<file path="src/rtl/lock_pkg.sv">
// Shared types and constants for the lock session controller and its helpers.
// Latency: n/a (declarations only).
// Backpressure: n/a.
package lock_pkg;

  typedef enum logic [3:0] {
    S_IDLE,
    S_HIGH,
    S_MID,
    S_LOW,
    S_READY,
    S_JUDGE,
    S_OPEN,
    S_FAIL,
    S_LOCKOUT
  } state_t;

  localparam logic [2:0] STG_HIGH = 3'b001;
  localparam logic [2:0] STG_MID  = 3'b010;
  localparam logic [2:0] STG_LOW  = 3'b100;

  localparam logic [3:0] DIGIT_ERR = 4'b1110;

  // Entry-register write lane owned by each digit-collection state.
  function automatic logic [2:0] stage_bit(input state_t s);
    case (s)
      S_HIGH:  stage_bit = STG_HIGH;
      S_MID:   stage_bit = STG_MID;
      S_LOW:   stage_bit = STG_LOW;
      default: stage_bit = 3'b000;
    endcase
  endfunction

endpackage

</file>
<file path="src/rtl/tick_down_counter.sv">
// Loadable down-counter stepped by the timebase strobe; flags the strobe that reaches zero.
// Latency: expire is combinational on tick; count updates on the next clk.
// Backpressure: none; load has priority over a same-cycle tick, and the count never wraps.
module tick_down_counter #(
  parameter int W = 5
) (
  input  logic         clk,
  input  logic         clr,
  input  logic         load,
  input  logic [W-1:0] load_val,
  input  logic         tick,
  output logic         expire
);

  logic [W-1:0] cnt;

  always_ff @(posedge clk or posedge clr) begin
    if (clr) begin
      cnt <= '0;
    end else if (load) begin
      cnt <= load_val;
    end else if (tick && (cnt != '0)) begin
      cnt <= cnt - W'(1);
    end
  end

  assign expire = tick && (cnt == W'(1));

endmodule

</file>
<file path="src/rtl/lock_session_controller.sv">
// Sequences one unlock attempt: digit-pair stages, judge, open period, failure count and lockout.
// Latency: registered state; stage_we is combinational, other outputs follow state by one clk.
// Backpressure: none; pulses outside their accepting state are dropped, LOCKOUT ignores all user input.
module lock_session_controller
  import lock_pkg::*;
#(
  parameter int MAX_ERR       = 3,
  parameter int UNLOCK_TICKS  = 5,
  parameter int LOCKOUT_TICKS = 30
) (
  input  logic       clk,
  input  logic       clr,
  input  logic       tick,
  input  logic       m,
  input  logic       digit_valid,
  input  logic       enter,
  input  logic       cancel,
  input  logic       match,
  output logic [2:0] stage_we,
  output logic       judge_en,
  output logic       entry_clr,
  output logic       unlock,
  output logic [1:0] error_count,
  output logic       led,
  output logic       locked_out
);

  localparam int MAXT = (UNLOCK_TICKS > LOCKOUT_TICKS) ? UNLOCK_TICKS : LOCKOUT_TICKS;
  localparam int CW   = $clog2(MAXT + 1);

  state_t        state, state_nxt;
  logic          clr_q, clr_nxt;
  logic          load;
  logic [CW-1:0] load_val;
  logic          expire;

  tick_down_counter #(.W(CW)) u_tick_cnt (
    .clk      (clk),
    .clr      (clr),
    .load     (load),
    .load_val (load_val),
    .tick     (tick),
    .expire   (expire)
  );

  always_ff @(posedge clk or posedge clr) begin
    if (clr) begin
      state <= S_IDLE;
      clr_q <= 1'b0;
    end else begin
      state <= state_nxt;
      clr_q <= clr_nxt;
    end
  end

  always_comb begin
    state_nxt = state;
    clr_nxt   = 1'b0;
    case (state)
      S_IDLE: begin
        if (m) begin
          state_nxt = S_HIGH;
          clr_nxt   = 1'b1;
        end
      end
      S_HIGH, S_MID, S_LOW, S_READY: begin
        // Mode drop beats cancel, which beats any digit/enter in the same cycle.
        if (!m) begin
          state_nxt = S_IDLE;
          clr_nxt   = 1'b1;
        end else if (cancel) begin
          state_nxt = S_HIGH;
          clr_nxt   = 1'b1;
        end else if (state == S_READY) begin
          if (enter) state_nxt = S_JUDGE;
        end else if (digit_valid) begin
          state_nxt = (state == S_HIGH) ? S_MID : (state == S_MID) ? S_LOW : S_READY;
        end
      end
      S_JUDGE: begin
        if (!m) begin
          state_nxt = S_IDLE;
          clr_nxt   = 1'b1;
        end else begin
          state_nxt = match ? S_OPEN : S_FAIL;
        end
      end
      S_FAIL: begin
        if (!m) begin
          state_nxt = S_IDLE;
          clr_nxt   = 1'b1;
        end else begin
          state_nxt = (int'(error_count) >= MAX_ERR) ? S_LOCKOUT : S_HIGH;
        end
      end
      S_OPEN: begin
        if (expire) begin
          state_nxt = S_IDLE;
          clr_nxt   = 1'b1;
        end
      end
      S_LOCKOUT: begin
        if (expire) state_nxt = S_IDLE;
      end
      default: state_nxt = S_IDLE;
    endcase
  end

  // Every state change reloads the counter, so a tick on the entry edge is never counted.
  always_comb begin
    load     = (state_nxt != state);
    load_val = '0;
    if (state_nxt == S_OPEN) begin
      load_val = CW'(UNLOCK_TICKS);
    end else if (state_nxt == S_LOCKOUT) begin
      load_val = CW'(LOCKOUT_TICKS);
    end
  end

  always_ff @(posedge clk or posedge clr) begin
    if (clr) begin
      error_count <= 2'd0;
    end else if (state == S_JUDGE) begin
      if (match) error_count <= 2'd0;
      else       error_count <= (error_count == 2'd3) ? 2'd3 : error_count + 2'd1;
    end else if ((state == S_LOCKOUT) && expire) begin
      error_count <= 2'd0;
    end
  end

  always_ff @(posedge clk or posedge clr) begin
    if (clr) begin
      led <= 1'b0;
    end else if ((state == S_LOCKOUT) && tick) begin
      led <= expire ? 1'b0 : ~led;
    end
  end

  assign stage_we   = stage_bit(state) & {3{digit_valid & ~cancel}};
  assign judge_en   = (state == S_JUDGE);
  assign entry_clr  = clr_q | (state == S_FAIL);
  assign unlock     = (state == S_OPEN);
  assign locked_out = (state == S_LOCKOUT);

endmodule

</file>
<file path="config.mk">
export PLATFORM = sky130hd
export DESIGN_NAME = lock_session_controller
export DESIGN_NICKNAME = d
export VERILOG_FILES = /design/src/rtl/lock_pkg.sv /design/src/rtl/tick_down_counter.sv /design/src/rtl/lock_session_controller.sv
export SDC_FILE = /design/constraint.sdc
export NUM_CORES = 1
export LEC_CHECK = 0
export CAP_MARGIN = 0
export CELL_PAD_IN_SITES_DETAIL_PLACEMENT = 1
export CELL_PAD_IN_SITES_GLOBAL_PLACEMENT = 1
export CORE_ASPECT_RATIO = 1.2
export CORE_MARGIN = 3
export CORE_UTILIZATION = 39
export CTS_CLUSTER_SIZE = 20
export DETAILED_ROUTE_END_ITERATION = 16
export PLACE_DENSITY = 0.88
export SYNTH_ARGS = -nofsm -noshare
export SYNTH_HDL_FRONTEND = slang
export SYNTH_SLANG_ARGS = --single-unit
</file>
<file path="constraint.sdc">
create_clock -name clk -period 2.54 [get_ports clk]
set_input_delay 0.508 -clock clk [delete_from_list [all_inputs] [get_ports clk]]
set_output_delay 0.508 -clock clk [all_outputs]
set_load 0.005 [all_outputs]
</file>
; ---- Yosys cells after proc, flatten, opt, wreduce, memory -nomap -nowiden
; Cells that the tools add are included.
[op_classes]
n_addsub = 2
magnitude_cmp = 1
eq_ne = 13
mux = 30
bitwise = 5
n_reduce_logical = 11
[ops]
columns = operator, count
row1 = two-way mux 4 bit, 9
row2 = equality test 4 x 3 -> 1 bit (second input constant), 5
row3 = two-way mux 5 bit, 4
row4 = one-hot mux 4 bit (5 select lines), 1
row5 = two-way mux 3 bit, 3
row6 = one-hot mux 3 bit (3 select lines), 1
row7 = equality test 4 x 2 -> 1 bit (second input constant), 2
row8 = equality test 4 bit (second input constant), 2
row9 = two-way mux 2 bit, 4
row10 = two-way mux 1 bit, 7
row11 = equality test 5 x 1 -> 1 bit (second input constant), 1
row12 = nonzero test 5 bit, 1
row13 = subtractor 5 x 1 -> 5 bit (second input constant), 1
row14 = equality test 4 x 1 -> 1 bit (second input constant), 1
row15 = logical AND 1 bit, 4
row16 = logical NOT 4 bit, 1
row17 = != test 4 bit, 1
row18 = one-hot mux 1 bit (4 select lines), 1
row19 = nonzero test 2 bit, 2
row20 = OR reduction 2 bit, 2
row21 = OR reduction 4 bit, 1
row22 = AND 3 bit, 1
row23 = adder 2 x 1 -> 2 bit (second input constant), 1
row24 = equality test 2 bit (second input constant), 1
row25 = 4 further kinds, 5
[totals]
reg_bits = 13
in_bits = 8
output_inout_bits = 10
word_cells = 67

; ---- Longest topological paths before layout
[depth]
ltp_word = 12
ltp_mapped = 8
mapped_depth_nobuf = 7

; ---- By module
; From an unflattened synthesis, not the netlist that was laid out.
[hier_totals]
hier_cells = 132
hier_area_um2 = 1089.8
[modules_own_cells]
columns = module, instances, cells_per_inst, area_each_um2, seq_area_each_um2
row1 = lock_session_controller, 1, 96, 750.7, 200.2
row2 = tick_down_counter, 1, 36, 339.1, 125.1

; ---- Worst setup path after synthesis
; Ideal clock, no wire load.
[synth_path]
path_type = in2reg
start = input port m
end = register u_tick_cnt.cnt[2]
setup_ps = 125
arrival_time_ps = 2215
t_required_ps = 2415
path_slack_ps = 200
cell_stages = 7
n_path_buf = 1
cell_sequence = buf_6 or4b_1 a21o_1 o311a_2 nor4_4 and2_4 mux2_4
[synth_via]
elab_chain_cells = 6
word_cells_on_any_way = 12
cone_classes = eq/ne: 3 / mux: 8 / reduce/logical: 1
[synth_rtl]
columns = element, line
row1 = "start, declared", lock_session_controller.sv:14  ; input logic m,
row2 = two-way mux 4 bit (tied with other cells), lock_session_controller.sv:89  ; if (!m) begin
row3 = one-hot mux 4 bit (5 select lines) *, lock_session_controller.sv:59  ; case (state)
row4 = equality test 4 bit, lock_session_controller.sv:115  ; end else if (state_nxt == S_LOCKOUT) begin
row5 = two-way mux 5 bit, lock_session_controller.sv:115
row6 = two-way mux 5 bit, lock_session_controller.sv:113  ; if (state_nxt == S_OPEN) begin
row7 = two-way mux 5 bit, tick_down_counter.sv:20  ; end else if (load) begin
row8 = "end signal, assigned", tick_down_counter.sv:21  ; cnt <= load_val;
row9 = "end signal, assigned", tick_down_counter.sv:23  ; cnt <= cnt - W'(1);
row10 = "end, declared", tick_down_counter.sv:15  ; logic [W-1:0] cnt;
; Mark *: on every way between the ends. The rest lies on a longest branch, timed or not.
; A chain may end at the register's enable or synchronous reset.

; ---- Worst setup path after layout
[layout_path]
start = input port m
end = register u_tick_cnt.cnt[4]
[layout_via]
elab_chain_cells = 6
word_cells_on_any_way = 12
cone_classes = eq/ne: 3 / mux: 8 / reduce/logical: 1
[layout_rtl]
columns = element, line
row1 = two-way mux 4 bit (tied with other cells), lock_session_controller.sv:89
row2 = one-hot mux 4 bit (5 select lines) *, lock_session_controller.sv:59
row3 = net state_nxt[2], lock_session_controller.sv:31  ; state_t state, state_nxt;
row4 = equality test 4 bit, lock_session_controller.sv:115
row5 = two-way mux 5 bit, lock_session_controller.sv:115
row6 = two-way mux 5 bit, lock_session_controller.sv:113
row7 = two-way mux 5 bit, tick_down_counter.sv:20
; The timed path passes the listed nets; every way through them passes the cells marked *.

==> metrics <==
status=finished clean; Final Max Tran Viols=0; DR iter-0 viols=between 50 and 60; DR WL/cell=just under 20 µm; Placed Area=between 1000 and 1500 µm²; number of max-cap violations=0; Clock Skew=roughly 0.4 ps; metal2 WL=1.98 mm; Finished Layout Cells=approximately 200; crit path buf inv count=3; # fillers=~320; syn avg cell area=about 8.6 µm²; FF-to-FF Start=state[2]; Rows=20; Static Leakage=between 0.0006 and 0.0007 µW; RSZ-0062 raised after global routing=true; vias post-DR=around 1,200; worst endpoint data arrival time=2640 ps; post-DP HPWL=just under 3 mm; H-tree depth=1; GP Congestion=a little over 0.9; ANT nets after route=0; clock slew at reported path FFs=80 ps; largest net degree at the start of global routing=14; Tcrit/Tclk final=slightly below 100%; CP Launch Type=input pin; Storage cell area=between 300 and 400 µm²; maximum VDD drop=roughly 0.41 mV; routed vias/inst=around 6.0; Longest Clk Path Bufs=2; top cells by count, synth=dfrtp_1, nand2_1, nor2_1, o21ai_0, inv_1; count of cell types in the netlist=between 50 and 60; starting density of the core=between 40% and 50%; Area Overhead vs Synth=34.4%; CP peak stage delay=about 550 ps; WS Path Type=in -> reg; I/O pins=18; grt total ovfl=0; vias in the first global route=roughly 1,300; pwr dens=582 nW/µm²; Vert. Die Dim=approximately 64 µm; DRC=0; final core occ=between 50% and 60%; area leader, netlist=dfrtp_1; final setup fails=0; Die W=54.6 µm; GRT Util Overall=between 20% and 30%; critical path's top delay family=simple AND/OR/NAND/NOR gates; CTS root buffer=clkbuf_4; Post-Route M1 WL=roughly 1.6 mm; crit-path cells=clkdlybuf4s50_1 -> buf_4 -> nand2b_1 -> a211oi_1 -> a221o_1 -> or4_4 -> and2_4 -> buf_12 -> a221oi_2; first drt pass iteration count=4; CP max stage cell=or4_4; post-cts hold buffer count=0; hold path startpoint=led; TritonCTS clock tree=yes; area taken by multi-input logic gates=about 730 µm²; Worst setup EP type=register; number of flops mapped to enable cells by yosys=0; fin crit period=~2500 ps; Worst-Skew Late Latency=between 200 and 300 ps; sequential share of the synthesized area=between 20% and 30%; ys async rst share=100%; Syn Inst Count=around 130; cell area after layout=~1500 µm²; clk sink count=13; Final #Nets=~180; core area=roughly 2600 µm²; setup TNS=0 ps; Die Area=~3500 µm²; Max Fclk=about 410 MHz; layout cells sized above 1=around 28%; area share of the leading cell type in the synthesized netlist=29.5%; Critical Path RT=2730 ps; Ys Warns=0; Final Hold Viols=0; crit-path max FO=4; max layer used=met4; Critical Path Source=m; WL met3=190 µm; Worst Max-Slew Pin Slew=529 ps; diode count=0; Post-synth top flop=dfrtp_1; Rel. slew slack=64.3%; final WL=~3.8 mm; Port Buffers=17; Worst Hold Class=reg -> reg; register bit total from synthesis=13; syn_nets=140; cts bufs inserted=3; antenna violations before repair=0; first-pass GRT wire length=6.34 mm; dpl cells=between 150 and 200; Syn Std Cell Area=roughly 1100 µm²; main area contributors after synthesis=dfrtp_1, nand2_1, o21ai_0
==> report_power, final <==
| part | internal (µW) | switching [µW] | total (µW) |
|---|---|---|---|
| logic | 197 | 222 | 419 |
| registers | 248 | 68.0 | 316 |
| clock network | 60.9 | 66.4 | 127 |
| total | 506 | 357 | 863 |
==> cell families (layout without fill, tap and decap cells) <==
| group | count (synthesis) | in the layout | synth area share, % |
|---|---|---|---|
| AOI/OAI and AO/OA | 39 | 39 | 25.2 |
| xor gates and xnor gates | 2 | 2 | 1.59 |
| adders and majority gates | 4 | 4 | 4.31 |
| buffers and inverters | 14 | 48 | 6.80 |
| DFF | 13 | 13 | 29.5 |
| muxes | 1 | 1 | 1.36 |
| and+or+nand+nor | 56 | 56 | 31.3 |
==> what timing repair did <==
item                                    4_1_cts  5_1_grt
endpoints found under the setup margin        5        8
resized for setup                             4        9
pin swaps                                     0        0
buffers inserted                              0        0
==> flip-flops by register name, summed over array words and instances (netlist names) <==
register        flops
u_tick_cnt.cnt      5
error_count         2
led                 1
state               4
clr_q               1
==> layer usage <==
metal | global-route usage (%) | vias to the layer above
met2 | 37.9 | 35
met5 | 0 | -
met1 | 32.9 | 596
met3 | 5.13 | 6
li1 | - | 547
met4 | 7.48 | 0
==> placed cells by master (no fill, tap or decap), types with 4 or more instances in the layout <==
cell type	count
nor3_2	4
clkdlybuf4s50_1	13
nand3_1	4
o21ai_0	9
buf_4	18
inv_1	8
a21oi_1	7
nand2_1	13
dfrtp_1	10
nor2_1	8
==> path summary, 6_finish.rpt <==
check	to	cells after the start	slack, ps
setup reg to reg	u_tick_cnt.cnt[4]	8	110
hold / removal	led	1	500
max in group asynchronous	state[1]	2	1580
hold reg to reg	led	1	500
min in group asynchronous	led	2	570
setup / recovery	u_tick_cnt.cnt[4]	9	80
==> per-stage QoR <==
stage | hold slack [ps] | power, µW | setup WS, ps
floorplan | 385 | 585 | 200
global placement | 472 | 697 | -121
detailed placement | 490 | 729 | -193
CTS | 504 | 865 | -31.5
global route | 524 | 934 | -19.6
finish | 500 | 863 | 82.1
==> cell type report <==
cell class	instances	area share (%)
multi-input cells	102	49.1
flip-flops and latches	13	22.2
repair buffers	36	22.1
well taps	33	2.78
inverters	8	2.03
clock buffers	4	1.77
Note: power is estimated with default switching activity, not from simulation.
==> edit: new RTL, same settings <==
Encoding of `state_t`: now Gray code (4 bits for 9 states).
--- a/src/rtl/lock_pkg.sv
+++ b/src/rtl/lock_pkg.sv
@@ -6,11 +6,11 @@
   typedef enum logic [3:0] {
-    S_IDLE,
-    S_HIGH,
-    S_MID,
-    S_LOW,
-    S_READY,
-    S_JUDGE,
-    S_OPEN,
-    S_FAIL,
-    S_LOCKOUT
+    S_IDLE    = 4'b0000,
+    S_HIGH    = 4'b0001,
+    S_MID     = 4'b0011,
+    S_LOW     = 4'b0010,
+    S_READY   = 4'b0110,
+    S_JUDGE   = 4'b0111,
+    S_OPEN    = 4'b0101,
+    S_FAIL    = 4'b0100,
+    S_LOCKOUT = 4'b1100
   } state_t;
Function: same outputs for any inputs over 10 cycles, from zero or initial values; not proved beyond that.
==> edit against the unedited design <==
Utilization decreased by 0.36 points. Final area decreased by 9.2%. Area after synthesis decreased by 6.3%. Via count decreased by 9.6%. Critical path depth decreased by 3. Routed wire length decreased by 13%. Total power increased by 30%. Sequential cell count unchanged. Hold slack improved by 0.020 ns. Worst setup slack got worse by 0.033 ns. Critical path type is now in -> out. Sequential power decreased by 1%. Largest power group unchanged. Highest routed layer unchanged.
==> edit: results (changes against the unedited design) <==
- Number of signal-net buffers in the layout: 30 (was 36)
- Status: complete, no violations (unchanged)
- Vias in the first global route: 1179 (was 1298)
- Signal buffers share of area: 20.1% (was 22.1%)
- IR drop worst, VDD: 0.589 mV (was 0.406 mV)
- Number of non-clock inverters: 6 (was 8)
- Slowest cell on the critical path: clkdlybuf4s50_1 (was or4_4)
- DR WL/cell: 18.5 µm (was 19.5 µm)
- Placer Congestion: 0.992 (was 0.930)
- HPWL Detailed: 2520 µm (was 2960 µm)
- Critical path endpoint: stage_we[0] (was u_tick_cnt.cnt[4])
- Fin crit share: 98.1% (was 96.8%)
- Fraction of area in registers: 24.2% (was 22.2%)
- Clock Latency Late Sink: 0.29 ns (was 0.27 ns)
- Clock buffer count: 3 (was 4)
- Max FO, Critical Path: 3 (was 4)
- Post-CTS resize count: 1 (was 4)
- R2R Path Start: state[1] (was state[2])
- Footprint of the multi-input gates: 662 µm² (was 728 µm²)
- Clk cell area share: 2.04% (was 1.77%)
- CP top delay family: buffers and inverters (was simple AND/OR/NAND/NOR gates)
- Seq Cell Count: 13 (unchanged)
- Min Hold Slack: 0.520 ns (was 0.500 ns)
- # nets final: 161 (was 175)
- Worst setup path start: cancel (was m)
- FILL cells: 298 (was 319)
- Share of post-route cells with drive strength above 1: 21.5% (was 27.6%)
- Place WS: -0.208 ns (was -0.193 ns)
- Worst slew pin tran: 0.562 ns (was 0.529 ns)
- Post-synth top cells: nand2_1 (15), dfrtp_1 (13), nor2_1 (9) (was dfrtp_1 (13), nand2_1 (13), nor2_1 (9), o21ai_0 (9), inv_1 (8))
- #MultiIn Comb: 96 (was 102)
- Top cell type's share of synthesized area: 31.5% (was 29.5%)
- Mapped Nets: 131 (was 140)
-- edit: metal layers --
metal  track usage [%]  wire [µm]  vias up
met2              41.1       1880       31
met1              24.3       1270      537
met5                 0          0        -
met3              2.39        137        5
met4              8.95         44        0
li1                  -          -      497
-- edit: metrics by stage --
step | std cells | utilization (%) | instance area, µm²
after floorplan | 120 | - | 1030
after global placement | 176 | 54.4 | 1310
after detailed placement | 176 | 54.4 | 1310
after CTS | 180 | 55.7 | 1340
after global routing | 180 | 56.1 | 1350
final | 180 | 56.1 | 1350
-- edit: report_power, final --
group          internal (mW)  total, mW  switching (mW)
logic                  0.329      0.676           0.346
registers              0.261      0.312          0.0510
clock network         0.0586      0.135          0.0765
total                  0.649       1.12           0.474
-- edit: kinds of logic after synthesis --
group | count (synthesis) | share of synthesized area (%)
compound gates | 34 | 25.2
xor+xnor | 2 | 1.70
fa+ha+maj | 3 | 3.63
buf+inv | 11 | 5.45
flops | 13 | 31.5
mux | 2 | 3.15
simple gates | 55 | 29.4
